### src/rtl/mem_arb.sv
// Two-master arbiter for the shared data-memory port.
// Round-robin between m0 (load/store unit) and m1 (DMA/debug loader), with an
// optional bounded lock so the previous owner can run back-to-back bursts.
// Request/write path is combinational; read data returns one cycle after grant.

// Per-master read-return register: captures crossbar read data at the edge
// that ends a read grant and flags it valid for exactly one cycle.
module mem_arb_rport #(
    parameter int DATA_WIDTH = 32
) (
    input  logic                  clk,
    input  logic                  rst,
    input  logic                  take,
    input  logic [DATA_WIDTH-1:0] din,
    output logic                  rvalid,
    output logic [DATA_WIDTH-1:0] rdata
);

    // rvalid pulses after a read grant; rdata keeps the last value otherwise.
    always_ff @(posedge clk or posedge rst) begin
        if (rst) begin
            rvalid <= 1'b0;
            rdata  <= '0;
        end else begin
            rvalid <= take;
            if (take) rdata <= din;
        end
    end

endmodule

module mem_arb #(
    parameter int ADDR_WIDTH = 30,
    parameter int DATA_WIDTH = 32,
    parameter int MAX_HOLD   = 8
) (
    input  logic                    clk,
    input  logic                    rst,

    input  logic                    m0_req,
    input  logic                    m0_lock,
    input  logic [ADDR_WIDTH-1:0]   m0_addr,
    input  logic [DATA_WIDTH-1:0]   m0_data,
    input  logic                    m0_wren,
    input  logic [DATA_WIDTH/8-1:0] m0_mask,
    output logic                    m0_gnt,
    output logic                    m0_rvalid,
    output logic [DATA_WIDTH-1:0]   m0_rdata,

    input  logic                    m1_req,
    input  logic                    m1_lock,
    input  logic [ADDR_WIDTH-1:0]   m1_addr,
    input  logic [DATA_WIDTH-1:0]   m1_data,
    input  logic                    m1_wren,
    input  logic [DATA_WIDTH/8-1:0] m1_mask,
    output logic                    m1_gnt,
    output logic                    m1_rvalid,
    output logic [DATA_WIDTH-1:0]   m1_rdata,

    output logic [ADDR_WIDTH-1:0]   o_addr,
    output logic [DATA_WIDTH-1:0]   o_data,
    output logic [DATA_WIDTH/8-1:0] o_mask,
    output logic                    o_wren,
    input  logic [DATA_WIDTH-1:0]   i_data
);

    localparam int MW = DATA_WIDTH / 8;
    localparam int HW = (MAX_HOLD < 1) ? 1 : $clog2(MAX_HOLD + 1);
    localparam logic [HW-1:0] HOLD_SAT = HW'(MAX_HOLD);

    // Both masters packed side by side so the mux and read ports index by master id.
    logic [1:0]                 req, lock, wren, gnt;
    logic [1:0][ADDR_WIDTH-1:0] addr;
    logic [1:0][DATA_WIDTH-1:0] data;
    logic [1:0][MW-1:0]         mask;
    logic [1:0]                 rvalid;
    logic [1:0][DATA_WIDTH-1:0] rdata;

    assign req  = {m1_req,  m0_req};
    assign lock = {m1_lock, m0_lock};
    assign wren = {m1_wren, m0_wren};
    assign addr = {m1_addr, m0_addr};
    assign data = {m1_data, m0_data};
    assign mask = {m1_mask, m0_mask};

    assign m0_gnt    = gnt[0];
    assign m1_gnt    = gnt[1];
    assign m0_rvalid = rvalid[0];
    assign m1_rvalid = rvalid[1];
    assign m0_rdata  = rdata[0];
    assign m1_rdata  = rdata[1];

    // last = previous owner (reset to m1 so m0 wins the first contention);
    // hold_cnt = consecutive grants to last, saturating at MAX_HOLD.
    logic          last;
    logic [HW-1:0] hold_cnt;

    logic any;   // some master is granted this cycle
    logic sel;   // which master is granted when any is set
    logic keep;  // previous owner may keep the port under contention

    // Grant decision: a lone requester always wins; under contention the
    // previous owner keeps the port only while locked and under its hold budget.
    always_comb begin
        any  = 1'b0;
        sel  = last;
        keep = lock[last] && (hold_cnt < HOLD_SAT);
        case (req)
            2'b01: begin
                any = 1'b1;
                sel = 1'b0;
            end
            2'b10: begin
                any = 1'b1;
                sel = 1'b1;
            end
            2'b11: begin
                any = 1'b1;
                sel = keep ? last : ~last;
            end
            default: ;
        endcase
    end

    assign gnt = any ? (sel ? 2'b10 : 2'b01) : 2'b00;

    // Output mux: granted master drives the crossbar, otherwise everything is
    // zero so an idle cycle can never look like a write.
    always_comb begin
        o_addr = '0;
        o_data = '0;
        o_mask = '0;
        o_wren = 1'b0;
        if (any) begin
            o_addr = addr[sel];
            o_data = data[sel];
            o_mask = mask[sel];
            o_wren = wren[sel];
        end
    end

    // Ownership tracking: extend the streak for a repeat owner, restart it on
    // a hand-over, and leave everything alone on idle cycles.
    always_ff @(posedge clk or posedge rst) begin
        if (rst) begin
            last     <= 1'b1;
            hold_cnt <= '0;
        end else if (any) begin
            if (sel == last) begin
                if (hold_cnt != HOLD_SAT) hold_cnt <= hold_cnt + HW'(1);
            end else begin
                hold_cnt <= HW'(1);
            end
            last <= sel;
        end
    end

    // One read-return register per master; only read grants capture data.
    for (genvar i = 0; i < 2; i++) begin : g_rport
        mem_arb_rport #(
            .DATA_WIDTH (DATA_WIDTH)
        ) u_rport (
            .clk    (clk),
            .rst    (rst),
            .take   (gnt[i] & ~wren[i]),
            .din    (i_data),
            .rvalid (rvalid[i]),
            .rdata  (rdata[i])
        );
    end

endmodule

### config.mk
export PLATFORM = sky130hd
export DESIGN_NAME = mem_arb
export DESIGN_NICKNAME = d
export VERILOG_FILES = /design/src/rtl/mem_arb.sv
export SDC_FILE = /design/constraint.sdc
export NUM_CORES = 1
export LEC_CHECK = 0
export CAP_MARGIN = 30
export CORE_MARGIN = 2
export CORE_UTILIZATION = 32
export DETAILED_ROUTE_END_ITERATION = 12
export PLACE_DENSITY = 0.81
export SYNTH_ARGS = -nofsm -noshare
export SYNTH_HDL_FRONTEND = slang
export SYNTH_HIERARCHICAL = 1
export SYNTH_SLANG_ARGS = --single-unit
### constraint.sdc
create_clock -name clk -period 2.24 [get_ports clk]
set_clock_uncertainty 0.05 [all_clocks]
set_input_delay 0.56 -clock clk [delete_from_list [all_inputs] [get_ports clk]]
set_output_delay 0.56 -clock clk [all_outputs]
set_load 0.01 [all_outputs]
; Yosys cells after proc, flatten, opt, wreduce, memory -nomap -nowiden
; Index checks and enable logic that the tools add are counted.
[op_classes]
bitwise = 5
muxes = 21
eq_ne = 6
n_reduce_logical = 3
add_sub_neg = 1
n_lt_le_gt_ge = 3
[ops]
columns = op, count
row1 = $mux 32, 3
row2 = $mux 30, 3
row3 = $mux 4, 5
row4 = $mux 1, 7
row5 = $add 4x1->4 const B, 1
row6 = $eq 2x2->1 const B, 2
row7 = $lt 1x2->1 const B, 2
row8 = $lt 4x4->1 const B, 1
row9 = $mux 2, 2
row10 = $ne 4x4->1 const B, 1
row11 = $not 1->1, 3
row12 = $pmux 1 s3, 1
row13 = $reduce_or 3->1, 1
row14 = $and 1x1->1, 2
row15 = $eq 2x1->1 const B, 1
row16 = $ne 2x1->1 const B, 1
row17 = $reduce_and 2->1, 1
row18 = $eq 1x1->1, 1
row19 = $logic_and 1x1->1, 1
[totals]
out_inout_bits = 135
ff_bits = 71
elab_cells = 45
input_bits = 172

; Longest topological paths before layout
; Gate-level depths: netlist (run 1).
[depth]
ltp_word = 8
mapped_depth = 9
depth_no_buf = 5

; Hierarchy
; The synthesis (run 1) kept the hierarchy.
[modules_own_cells]
columns = mod, seq_area_each_um2, cells_per_inst, area_each_um2, n_inst
row1 = mem_arb_rport, 825.8, 70, 1373.8, 2
row2 = mem_arb, 126.4, 280, 1467.7, 1

; Least setup slack after synthesis (run 1)
; No wires, ideal clock.
[synth_timing]
path_kind = register to register
from = register last
to = register g_rport[1].u_rport.rdata[0]
path_stages_with_launch = 10
arrival_ps = 2082
setup_slack_ps = -17
t_required_ps = 2065
period_less_slack_ps = 2257
n_path_buf = 5
setup_time_ps = 125
cell_sequence = dfstp_2 -> buf_2 -> nand2_1 -> o221a_2 -> buf_2 -> buf_2 -> nor3_1 -> buf_6 -> buf_12 -> mux2_4
[synth_via]
elab_chain_cells = 8
elab_cells_between_ends = 9
cone_classes = mux: 6 / bitwise: 2 / reduce/logical: 1
[synth_rtl]
columns = element, line_no
row1 = start: declaration, 95  ; logic last;
row2 = start signal: assignment, 154  ; last <= sel;
row3 = $mux 1 (implied by the code) (2 in series), 107  ; keep = lock[last] && (hold_cnt < HOLD_SAT);
row4 = $logic_and 1x1->1, 107
row5 = $mux 1, 119  ; sel = keep ? last : ~last;
row6 = $pmux 1 s3 *, 108  ; case (req)
row7 = $mux 2 * (2 in series), 125  ; assign gnt = any ? (sel ? 2'b10 : 2'b01) : 2'b00;
row8 = $and 1x1->1 *, 165  ; .take (gnt[i] & ~wren[i]),
row9 = end signal: assignment, 26  ; if (take) rdata <= din;
row10 = end: declaration, 16  ; output logic [DATA_WIDTH-1:0] rdata
; Mark *: on every way between the ends. The rest lies on a longest branch, timed or not. The select of a mux whose other input is x is not followed.
; A chain may end at the register's enable or synchronous reset.

; Final worst setup path (run 1)
[layout_timing]
from = register hold_cnt[3]
to = output o_data[8]
[layout_via]
elab_chain_cells = 7
[layout_rtl]
columns = element, line_no
row1 = start: declaration, 96  ; logic [HW-1:0] hold_cnt;
row2 = start signal: assignment, 150  ; if (hold_cnt != HOLD_SAT) hold_cnt <= hold_cnt + HW'(1);
row3 = $lt 4x4->1, 107
row4 = $logic_and 1x1->1, 107
row5 = $mux 1, 119
row6 = $pmux 1 s3, 108
row7 = $mux 32 (implied by the code) (2 in series), 136  ; o_data = data[sel];
row8 = $mux 32, 134  ; if (any) begin
row9 = end: declaration, 61  ; output logic [DATA_WIDTH-1:0] o_data,
; No other way between the ends. The select of a mux whose other input is x is not followed.

==> run metrics, run 1 <==
H-tree depth 3; Comb pwr share 42.8%; Clock Root Buffer clkbuf_16; status finished with violations; Fillers 1026; Post-Route WL 18100 um; final net count 911; DRT antenna net count 0; Skew-Pair Late Insertion Delay 0.33 ns; shortest period the worst path allows 2.44 ns; Seq. cell area 0.00178 mm^2; Power Density 736 mW/mm^2; Final Hold Vio Count 0; Max Transition Viols Final 0; TritonCTS Buffers 9; initial antenna violation count 0; Clk pwr share 26.8%; post-synthesis sequential area ratio 42.2%; max_slew headroom 69.5%; Post-Syn Nets 594; GR Util All Layers 23.7%; leading area contributor after synthesis dfrtp_1; YS warnings 6; cell with the most instances after synthesis nand2_1; DR DRC count 0; drt first pass iters 5; Multi-input gate area 0.00231 mm^2; CP arrival 1.83 ns; HPWL Detailed 12900 um; post-synth top area share 41.6%; Placement Rows 41; Main synth FF type dfrtp_1; Sw Pwr 1.81 mW; TNS Setup -14.53 ns; Worst Hold Slack 0.442 ns; Mean Syn Cell Area 10.0 um^2; sequential power share 30.3%; Clk pin slew, worst setup/hold paths 0.06 ns; crit start category register; largest net degree at the start of global routing 45; Max Fclk 409 MHz; Leak 3.57 nW; CTS tree yes; RSZ-0062 raised after global routing yes; Distinct cells, synth 35; ys async rst share 100%; wire per inst 19.8 um; hold bufs inserted after CTS 0; first-pass GRT wire length 26500 um; maxcap violations 0; final setup violating endpoints 108; worst setup margin -0.204 ns; die area 0.0141 mm^2; post-synthesis register bit count 71; DP Worst Slack -1.05 ns; switching part of the total 30.8%; crit path max fanout 17; P_int 4.06 mW; Iteration-0 DRC Markers 309; vias per cell 5.05; Starting Density 33.1%; gp weighted congestion 0.920; Max Buffers Root-to-Sink 2; Synth area leaders dfrtp_1 42%, mux2_4 21%, nand2_1 12%; # diodes 0; Mapped Area 0.00422 mm^2; Layout area overhead 89.0%; share of layout cells above drive strength 1 29.9%; Req. time, crit path 1.63 ns; chip width 119 um; core area 0.0127 mm^2; commonest cells in the netlist 137 x nand2_1, 70 x dfrtp_1, 67 x o22ai_1; Hold WC Path Type in2async; Pwr Total 5.87 mW; vias in the first global route 4513; total gr overflow 0; die height 119 um; Critical Path End Type primary output; IO buf count 306; Vias 4614; kind of critical path reg2out; Top Ports 307; maximum VDD drop 0.000439 V; failing checks setup timing; clock sink count 71; slew at the pin with the worst max-slew slack 0.457 ns; number of synthesized flops with an enable pin 0; part of the cycle the worst path needs 109%; Syn Inst Count 420
==> sequential cells by signal, indices dropped and copies added (netlist names) <==
signal and flops:
g_rport.u_rport/rdata 64, hold_cnt 4, g_rport.u_rport/rvalid 2, last 1
==> path summary, 6_finish.rpt <==
check / start / endpoint / slack [ns] / depth (start not counted)
min: rst / hold_cnt[2]$_DFFE_PP0P_ / 0.44 / 2
min in group clk: g_rport[0].u_rport/rdata[5]$_DFFE_PP0P_ / g_rport[0].u_rport/rdata[5]$_DFFE_PP0P_ / 0.47 / 1
max: hold_cnt[3]$_DFFE_PP0P_ / o_data[8] / -0.20 / 6
max reg2reg: last$_DFFE_PP1N_ / g_rport[1].u_rport/rdata[3]$_DFFE_PP0P_ / -0.14 / 8
min reg2reg: g_rport[0].u_rport/rdata[5]$_DFFE_PP0P_ / g_rport[0].u_rport/rdata[5]$_DFFE_PP0P_ / 0.47 / 1
max in group asynchronous: rst / g_rport[0].u_rport/rdata[17]$_DFFE_PP0P_ / 1.16 / 3
==> routing by layer <==
layer  routed length [um]  GRT usage [%]
met5                    0              0
met4                  452           7.37
met3                 1620           6.95
met2                 9070           40.2
met1                 7000           28.8
==> critical path: stages (launching register included) <==
cell     delay, ns
dfrtp_2       0.44
buf_4         0.15
nor2b_1       0.14
o221a_4       0.31
buf_6         0.20
o22ai_1       0.10
buf_4         0.17
==> per-stage QoR <==
step / cell area [um^2] / util (%) / instances
floorplan: 4220 / - / 420
detailed placement: 7490 / 58.9 / 884
finish: 7970 / 62.6 / 914
CTS: 7630 / 60.0 / 904
global route: 7970 / 62.6 / 914
global placement: 7490 / 58.9 / 884
==> placed cells by master (no fill, tap or decap), drive strengths merged <==
cell / n
o22ai: 67
clkinv: 1
a21oi: 3
nor2b: 3
xor2: 1
a211oi: 1
nor3b: 1
a211o: 1
or2: 1
clkbuf: 15
a32oi: 1
ha: 2
o21ai: 4
nor3: 2
nand3: 2
and3b: 1
nand2: 137
inv: 9
mux2: 64
nand3b: 2
dfstp: 1
nor2: 3
clkinvlp: 1
buf: 106
o2111ai: 1
a22oi: 1
nand2b: 1
clkdlybuf4s50: 233
bufinv: 2
o21a: 1
dlygate4sd2: 2
dfrtp: 70
a21o: 1
o221a: 1
==> cell families (layout without fill, tap and decap cells) <==
group	after synthesis	in the layout	synth area share [%]
mux	64	64	22.4
fa+ha+maj	2	2	0.594
compound gates	82	82	12.5
flops	71	71	42.2
xor+xnor	1	1	0.208
simple gates	153	153	14.4
buf+inv	47	369	7.66
==> power by group through the flow <==
stage	Combinational, mW	Sequential (mW)	Clock, mW
after global routing	2.65	1.81	1.65
after global placement	2.37	1.75	0
after CTS	2.37	1.77	1.59
after floorplan	0.954	1.86	0
final	2.51	1.78	1.57
after detailed placement	2.41	1.78	0
==> layout make-up <==
cell class | count | share of cell area (%)
clock buffer | 9 | 2.83
clock inverter | 7 | 1.29
inverter | 6 | 0.283
multi-input combinational | 302 | 29.0
sequential | 71 | 22.3
tap | 172 | 2.70
timing repair buffer | 347 | 41.6
==> what timing repair did <==
| action | 4_1_cts | 5_1_grt |
|---|---|---|
| endpoints found under the setup margin | 130 | 82 |
| setup buffers | 2 | 4 |
| resized for setup | 297 | 32 |
| gates cloned | 2 | 6 |
| endpoints found under the hold margin | 0 | 0 |
| pin swaps | 1 | 1 |
Note: power is estimated with default switching activity, not from simulation.
==> run 2: changes to the inputs <==
==> config.mk (replaced) <==
export PLATFORM = sky130hd
export DESIGN_NAME = mem_arb
export DESIGN_NICKNAME = d
export VERILOG_FILES = /design/src/rtl/mem_arb.sv
export SDC_FILE = /design/constraint.sdc
export NUM_CORES = 1
export LEC_CHECK = 0
export CAP_MARGIN = 30
export CORE_AREA = 2 2 120 122
export DETAILED_ROUTE_END_ITERATION = 12
export DIE_AREA = 0 0 122 124
export PLACE_DENSITY = 0.76
export SYNTH_ARGS = -nofsm -noshare
export SYNTH_HDL_FRONTEND = slang
export SYNTH_SLANG_ARGS = --single-unit
==> run metrics, run 2 <==
status finished with violations; failing checks setup timing; Distinct cells, synth 32 (-8.6%); critical path's slowest cell dfstp_2; TritonCTS Buffers 9 (unchanged); DR DRC count 0 (unchanged); Iteration-0 DRC Markers 328 (+6.1%); die area 0.0151 mm^2 (+7.2%); post-synthesis register bit count 71 (unchanged); commonest cells in the netlist 71 x nand2_1, 70 x dfrtp_1, 68 x o21ai_1; Post-Route WL 18400 um (+1.7%); Leak 3.69 nW (+3.5%); Worst Hold Path EP g_rport[0].u_rport.rdata[11]$_DFFE_PP0P_; H-tree depth 3 (unchanged); slew at the pin with the worst max-slew slack 0.367 ns (-0.0898 ns); largest net degree at the start of global routing 72 (+60%); Syn Inst Count 418 (-0.48%); number of flip-flops in the largest register 64 (unchanged); Worst Reg-to-Reg Cells 8 (unchanged); first-pass GRT wire length 26600 um (+0.39%); worst setup margin -0.358 ns (-0.154 ns); Max Transition Viols Final 0 (unchanged); vias in the first global route 5122 (+13%); cell with the most instances after synthesis nand2_1; initial antenna violation count 1 (+1); post-synth top area share 43.9% (+2.3 points); hold path cells 1; commonest non-fill, non-tap cell in the layout clkdlybuf4s50_1; Clk pin slew, worst setup/hold paths 0.07 ns (about the same); most frequent CP cell buf_12; Hold WC Path Type reg2reg; TNS Setup -19.14 ns (-4.60 ns); die height 124 um (+4.4%); HPWL Detailed 12200 um (-5.3%); Worst Hold Slack 0.439 ns (-0.00293 ns); GR Util All Layers 22.6% (-1.0 points); hold bufs inserted after CTS 0 (unchanged); Post-Syn Nets 592 (-0.34%); Power Density 748 mW/mm^2 (+1.6%); clock sink count 71 (unchanged); final net count 935 (+2.6%); shortest period the worst path allows 2.60 ns (+0.154 ns); IO buf count 306 (unchanged); vias per cell 5.11 (+1.2%); maximum VDD drop 0.000396 V (-9.8%); kind of critical path reg2out; chip width 122 um (+2.7%); Starting Density 29.1% (-4.0 points); Layout area overhead 111%; DRT antenna net count 0 (unchanged); biggest regs g_rport.u_rport.rdata x64, hold_cnt x4, g_rport.u_rport.rvalid x2; Worst Hold Launch g_rport[0].u_rport.rdata[11]$_DFFE_PP0P_; Main synth FF type dfrtp_1; reg-to-reg endpoint g_rport[0].u_rport.rdata[27]$_DFFE_PP0P_; Mapped Area 0.00399 mm^2 (-5.3%); post-synthesis sequential area ratio 44.5% (+2.4 points); commonest cells after routing, fill and taps aside 233 x clkdlybuf4s50_1, 70 x nand2_1, 70 x dfrtp_1, 67 x nand4_1, 64 x mux2_1; Mean Syn Cell Area 9.55 um^2 (-4.8%); Critical Path End Type primary output; core area 0.0137 mm^2 (+7.8%); crit path max fanout 5 (-12); leading area contributor after synthesis dfrtp_1; Vias 4839 (+4.9%); Max Buffers Root-to-Sink 2 (unchanged); Req. time, crit path 1.63 ns (about the same); crit start category register; Fillers 1111 (+8.3%); Skew-Pair Late Insertion Delay 0.32 ns (about the same); Max Fclk 385 MHz (-5.9%); number of synthesized flops with an enable pin 0 (unchanged); slowest stage delay, CP 0.57 ns (+0.13 ns); wire per inst 19.5 um (-1.9%); maxcap violations 0 (unchanged); Placement Rows 43 (+4.9%); gp weighted congestion 0.785 (-15%); CP arrival 1.99 ns (+0.16 ns); drt first pass iters 5 (unchanged); share of layout cells above drive strength 1 29.1% (-0.81 points); largest register by flop count g_rport.u_rport.rdata; Final Hold Vio Count 0 (unchanged); Top Ports 307 (unchanged); total gr overflow 0 (unchanged); max_slew headroom 75.5% (+6.0 points); Critical Path, Cell by Cell buf_6 -> o211ai_4 -> and2_4 -> buf_12 -> buf_12 -> buf_16 -> o21ai_2 -> buf_2; RSZ-0062 raised after global routing yes; Synth area leaders dfrtp_1 44%, mux2_1 18%, nand4_1 10%; part of the cycle the worst path needs 116% (+6.9 points); YS warnings 0 (-6); CTS tree yes; Clock Root Buffer clkbuf_16; ys async rst share 100% (unchanged); r2r setup slk 0.23 ns (+0.37 ns); final setup violating endpoints 67 (-38%); Worst R2R Start last$_DFFE_PP1N_
[run 2: layout make-up]
| class | instances | area (um^2) | share of cell area, % |
|---|---|---|---|
| inverter | 8 | 36.3 | 0.431 |
| clock buffer | 9 | 225 | 2.67 |
| timing repair buffer | 376 | 3840 | 45.6 |
| antenna | 1 | 2.50 | 0.0297 |
| sequential | 71 | 1780 | 21.1 |
| multi-input combinational | 295 | 2210 | 26.3 |
| clock inverter | 7 | 104 | 1.23 |
| tap | 180 | 225 | 2.67 |
[run 2: timing repair]
action / in CTS / in global routing
pin swaps: 49 / 34
gates cloned: 15 / 3
resized for setup: 360 / 32
setup buffers: 23 / 3
setup endpoints to repair: 89 / 69
[run 2: metal layers]
layer  vias to the layer above  global-route usage (%)  routed length [um]
li1                       2216                       -                   -
met1                      2317                    26.4                6910
met2                       257                    39.9                9610
met3                        49                    5.49                1380
met4                         0                    9.20                 541
met5                         -                       0                   0
[run 2: how the worst max path moves through the flow]
| stage | from | endpoint | slack [ns] | cells after the start |
|---|---|---|---|---|
| floorplan | m0_lock | o_addr[10] | 0.03 | 6 |
| global placement | m0_req | o_addr[29] | -0.99 | 7 |
| CTS | last$_DFFE_PP1N_ | o_data[13] | -0.36 | 9 |
| global route | last$_DFFE_PP1N_ | o_data[23] | -0.44 | 8 |
| finish | last$_DFFE_PP1N_ | o_data[23] | -0.36 | 8 |
| detailed placement | m0_req | o_addr[22] | -0.99 | 7 |
[run 2: kinds of logic (layout without fill, tap and decap cells)]
group                      after synthesis  in the layout  share of synthesized area [%]
AOI/OAI and AO/OA                       73             73                           9.84
xor gates and xnor gates                 2              2                          0.439
adders and majority gates                2              2                          0.627
buffers and inverters                   52            400                           6.20
DFF                                     71             71                           44.5
muxes                                   65             65                           18.3
other                                    0              1                              0
and+or+nand+nor                        153            153                           20.1
[run 2: power by group]
part           total, mW  internal (mW)  switching, mW
clock network       1.56          0.990          0.570
logic               2.95           1.69           1.25
registers           1.79           1.61          0.184
[run 2: worst max-delay path, delay by kind of cell, from the launching register on]
kind | cells | cell delay, ns
and+or+nand+nor | 1 | 0.17
DFF | 1 | 0.57
buffers and inverters | 5 | 0.67
AOI/OAI and AO/OA | 2 | 0.24
[run 2: through the flow]
step                total power, mW  cells  util (%)  setup slack [ns]  instance area, um^2
floorplan                      2.76    418         -            0.0334                 4000
global placement               4.28    897      54.7            -0.987                 7510
detailed placement             4.36    897      54.7            -0.991                 7510
CTS                            6.34    950      61.2            -0.364                 8390
global route                   6.62    947      61.4            -0.440                 8420
finish                         6.30    947      61.4            -0.358                 8420
